[src/rtl/product_accumulator.sv]
// Sums N_TERMS consecutive multiplier products into an AW-bit accumulator.
// Products arrive on a valid/ready handshake. The total leaves on a valid/ready handshake.
module product_accumulator #(
    parameter int PW      = 7,
    parameter int AW      = 10,
    parameter int N_TERMS = 4
) (
    input  logic          clk,
    input  logic          rst,
    input  logic          start,
    input  logic          in_valid,
    output logic          in_ready,
    input  logic [PW-1:0] product,
    output logic [AW-1:0] acc_out,
    output logic          out_valid,
    input  logic          out_ready,
    output logic          overflow,
    output logic [7:0]    term_count,
    output logic          busy
);

    typedef enum logic [1:0] {
        IDLE  = 2'd0,
        ACCUM = 2'd1,
        DONE  = 2'd2
    } state_t;

    localparam logic [7:0] LAST_TERM = 8'(N_TERMS - 1);

    state_t      state;
    state_t      next_state;
    logic        transfer;
    logic [AW:0] sum_ext;

    assign in_ready  = (state == ACCUM);
    assign out_valid = (state == DONE);
    assign busy      = (state != IDLE);
    assign transfer  = in_ready && in_valid;

    // The extra top bit of the widened add is the carry out of the AW-bit accumulator.
    assign sum_ext = {1'b0, acc_out} + {{(AW + 1 - PW){1'b0}}, product};

    // NOTE: sequential state uses non-blocking assignments.
    // Every register then samples the values from before the clock edge.
    always_ff @(posedge clk or posedge rst) begin
        if (rst) begin
            state <= IDLE;
        end else begin
            state <= next_state;
        end
    end

    // NOTE: next_state gets a default first.
    // Without it, a path that never assigns next_state would infer a latch.
    always_comb begin
        next_state = state;
        unique case (state)
            IDLE:    if (start) next_state = ACCUM;
            ACCUM:   if (transfer && term_count == LAST_TERM) next_state = DONE;
            DONE:    if (out_ready) next_state = IDLE;
            default: next_state = IDLE;
        endcase
    end

    always_ff @(posedge clk or posedge rst) begin
        if (rst) begin
            acc_out    <= '0;
            term_count <= '0;
            overflow   <= 1'b0;
        end else if (state == IDLE && start) begin
            acc_out    <= '0;
            term_count <= '0;
            overflow   <= 1'b0;
        end else if (transfer) begin
            acc_out    <= sum_ext[AW-1:0];
            term_count <= term_count + 8'd1;
            if (sum_ext[AW]) overflow <= 1'b1;
        end
    end

endmodule

[config.mk]
export PLATFORM = sky130hd
export DESIGN_NAME = product_accumulator
export DESIGN_NICKNAME = d
export VERILOG_FILES = /design/src/rtl/product_accumulator.sv
export SDC_FILE = /design/constraint.sdc
export NUM_CORES = 1
export LEC_CHECK = 0
export ABC_CLOCK_PERIOD_IN_PS = 2150
export CAP_MARGIN = 10
export CORE_ASPECT_RATIO = 0.75
export CORE_UTILIZATION = 47
export CTS_BUF_LIST = sky130_fd_sc_hd__clkbuf_16
export CTS_CLUSTER_SIZE = 24
export DETAILED_ROUTE_END_ITERATION = 12
export GPL_TIMING_DRIVEN = 0
export PLACE_DENSITY = 0.79
export SLEW_MARGIN = 20
export SYNTH_ARGS = -nofsm -noshare
export SYNTH_HDL_FRONTEND = slang
export SYNTH_SLANG_ARGS = --single-unit
[constraint.sdc]
create_clock -name clk -period 2.15 [get_ports clk]
set_input_delay 0.43 -clock clk [delete_from_list [all_inputs] [get_ports clk]]
set_output_delay 0.43 -clock clk [all_outputs]
set_load 0.1 [all_outputs]
# == After elaboration in Yosys (flattened, before gate mapping) ==
# Index checks and enable logic that the tools add are counted.
# totals
output_inout_bits,22
in_bits,12
word_cells,32
ff_bits,21
# classes
reduce_logical,9
n_mux,11
n_eq_ne,6
add_sub_neg,2
# ops
operator,n
$mux 10,2
$mux 8,2
$add 10x7->11,1
$add 8x1->8 const B,1
$eq 8x2->1 const B,1
$mux 2,3
$pmux 2 s3,1
$reduce_bool 2->1,3
$ne 2x1->1 const B,2
$logic_and 1x1->1,3
$mux 1,3
$reduce_and 3->1,1
$eq 2x1->1 const B,1
$eq 2x2->1 const B,1
$logic_not 2->1,1
$ne 2x2->1 const B,1
$reduce_and 2->1,1

# == Depth between registers and ports, before layout ==
# logic_depth
word_depth,5
depth_mapped,6
ltp_nobuf,6

# == Least setup slack after synthesis ==
# OpenSTA, ideal clock, no wires.
# synth_path
path_kind,reg2reg
start,register state[0]
end,register acc_out[8]
stages_incl_launch_ff,5
required_time_ns,2.073
synth_period_minus_slack_ns,2.753
setup_ns,0.077
t_arrival_ns,2.675
path_buffers,0
slack_ns,-0.603
path_cell_list,dfrtp_1 nor2b_1 o2111ai_1 or3_1 a21oi_1
# synth_via
elab_chain_len,3
word_cells_on_any_way,6
cone_classes,1 x eq/ne; 1 x mux; 4 x reduce/logical
# synth_lines
item,line,text
start: declaration,30,state_t state;
start signal: assignment,49,state <= next_state;
$eq 2x1->1,35,assign in_ready = (state == ACCUM);
via in_ready,12,"output logic in_ready,"
$logic_and 1x1->1,38,assign transfer = in_ready && in_valid;
$reduce_bool 2->1 (no source line),--,
end signal: assignment,75,acc_out <= sum_ext[AW-1:0];
end: declaration,14,"output logic [AW-1:0] acc_out,"
# The timed path passes the listed nets, and every way through them passes these cells.
# A chain may end at the register's enable or synchronous reset.

# == Worst setup path after layout ==
# layout_path
start,register state[1]
end,output port busy
# layout_via
elab_chain_len,1
# layout_lines
item,line,text
$reduce_bool 2->1,37,assign busy = (state != IDLE);
end: declaration,19,output logic busy
# Every way passes these cells.

==> reports/qor.csv <==
metric,value,unit
Min-Delay Endpoint,acc_out[3],
detailed placer's ending HPWL,2000,um
arrival time at the worst endpoint,1640,ps
GRT Util Overall,22.0,%
Synthesis Warnings,0,
DR vias,1057,
Final Hold Viols,0,
# DRC,0,
total of max-cap violations,0,
fin util,69.7,%
met1 Track Usage GR,30.0,%
Setup Viol. Count Final,0,
RSZ-0062 raised after global routing,false,
clock latency on the worst-skew pair,260,ps
CTS sink cnt,21,
synthesis-to-finish area growth,37.2,%
initial antenna violation count,0,
# rows,15,
overall die height,45.8,um
drt pass-1 iters,4,
Syn Inst Count,121,
CP startpoint kind,flip-flop,
Hold Path Stages,2,
crit path time final,2070,ps
GRT overflow,0,
Syn Std Cell Area,1200,sq um
Final Wtd Congestion,0.782,
"Clk pin slew, worst setup/hold paths",60,ps
maximum root-to-sink buffer count,2,
met2 Use GR,34.3,%
placed insts,188,
# IOs,34,
Sum Neg Setup Slack,0,ps
Syn Nets,142,
vias in the first global route,938,
antenna cells,0,
post-synth cell types,33,
Initial Util,50.8,%
Final Non-Filler Cells,192,
die width,60.4,um
H-tree levels,1,
hold_ws,506,ps
Setup CP Type,reg2out,
period utilisation layout,96.3,%
layout cell share with drive strength beyond 1,10.1,%
Highest Clock Rate,483,MHz
reg2reg start,acc_out[2],
die area,2760,sq um
"antenna viol nets, final",0,
hold buffers post-CTS,0,
input/output buffers,33,
fin nets,180,
CP endpoint kind,primary output,
Vias/cell,5.51,
Slew HR,35.2,%
routed wire length,2750,um
largest net degree at the start of global routing,22,
first-pass GRT wire length,4240,um
"Seq/Total Area, Yosys",43.8,%
mean area per synthesized cell,9.93,sq um
clk root buf,clkbuf_16,
r2r endpoint,acc_out[7],
fill cell count,205,
max-slew violations,0,
CP Max Fanout,6,
Hold Crit Start,acc_out[3],
status,"finished, final reports clean",
DR iter-0 viols,23,
worst slew pin tran,975,ps
core footprint,2360,sq um
met3 GRT Util,5.11,%
"FF+latch count, synth",21,
reg2reg path depth,5,
CTS tree,done,
HP Class,reg2reg,
WP data required,1720,ps
GRT Max-Usage Layer,met2,
TritonCTS Buffers,3,
clock skew,4.65,ps
WL/cell,14.3,um
worst reg-to-reg setup slack,320,ps
==> flip-flops by register name, indices dropped and copies added (netlist names) <==
register	flops
acc_out	10
term_count	8
state	2
overflow	1
==> how the worst max path moves through the flow <==
stage | slack (ps) | end | start
after global routing | 20 | busy | state[1]
after global placement | -250 | overflow | product[0]
after CTS | 10 | overflow | product[0]
final | 80 | busy | state[1]
after floorplan | 30 | acc_out[8] | state[0]
after detailed placement | -250 | overflow | product[0]
==> kinds of logic after synthesis <==
logic type | after synthesis | share of synthesized area (%)
muxes | 2 | 1.67
AOI/OAI and AO/OA | 33 | 18.0
adders and majority gates | 9 | 10.0
xor gates and xnor gates | 10 | 7.29
DFF | 21 | 43.7
and+or+nand+nor | 40 | 17.1
buffers and inverters | 6 | 2.19
==> layout by cell type, fill, tap and decap left out, types with 3 or more instances in the layout <==
| cell type | n |
|---|---|
| o21ai_0 | 11 |
| a22o_1 | 3 |
| nand2_1 | 13 |
| a21o_1 | 5 |
| ha_1 | 8 |
| clkbuf_16 | 3 |
| dfrtp_1 | 16 |
| inv_1 | 6 |
| dfrtp_2 | 5 |
| xor2_1 | 6 |
| nor2_1 | 8 |
| clkdlybuf4s50_1 | 11 |
| dlygate4sd2_1 | 19 |
| a21oi_1 | 6 |
| nand4_1 | 3 |
| xnor2_1 | 4 |
==> cell usage after synthesis <==
cell type,count,area (sq um)
a21o_1,5,37.5
nand2b_1,1,6.26
inv_1,5,18.8
a211oi_1,1,7.51
or4_1,2,15.0
ha_1,8,100
a221oi_1,2,17.5
a22o_1,3,26.3
nor2b_1,1,6.26
nand2_1,13,48.8
or3_1,2,12.5
dfrtp_1,21,526
o21ai_0,11,55.1
o2111ai_1,1,8.76
o31a_1,1,8.76
xnor2_1,4,35.0
o211ai_1,1,7.51
a22oi_1,1,7.51
mux2i_1,2,20.0
o211a_1,1,10.0
nor2_1,8,30.0
nand3_1,2,10.0
nand2_2,1,6.26
and3b_1,1,8.76
nor3_1,2,10.0
buf_4,1,7.51
and3_1,2,12.5
nor3b_2,1,12.5
fa_1,1,20.0
xor2_1,6,52.6
nand3b_1,1,7.51
a21oi_1,6,30.0
nand4_1,3,18.8
==> through the flow <==
stage,instance area (sq um),setup WS [ps]
final,1650,79.7
after global placement,1580,-246
after detailed placement,1580,-248
after floorplan,1210,29.2
after CTS,1640,10.0
after global routing,1650,15.4
==> layer usage <==
metal / wire length [um] / up-vias
li1: - / 518
met3: 146 / 2
met5: 0 / -
met2: 1310 / 32
met1: 1270 / 505
met4: 21 / 0
==> worst max-delay path: stages, from the launching register on <==
cell             delay, ps
dfrtp_1                440
nor2_1                  80
inv_1                   50
clkdlybuf4s15_1        810
==> repair_timing <==
item	in CTS	in global routing
gates resized for setup	26	3
setup endpoints to repair	22	4
setup buffers	0	0
==> final cells by class <==
type | instances | area [sq um] | area share (%)
Timing Repair Buffer | 33 | 309 | 18.8
Clock inverter | 1 | 3.75 | 0.228
Buffer | 1 | 7.51 | 0.456
Sequential cell | 21 | 532 | 32.3
Multi-Input combinational cell | 94 | 659 | 40.0
Tap cell | 34 | 42.5 | 2.58
Inverter | 5 | 18.8 | 1.14
Clock buffer | 3 | 75.1 | 4.56
Power is not shown: default switching activity piles up to over one toggle a cycle in this logic, so the estimate is an artifact.
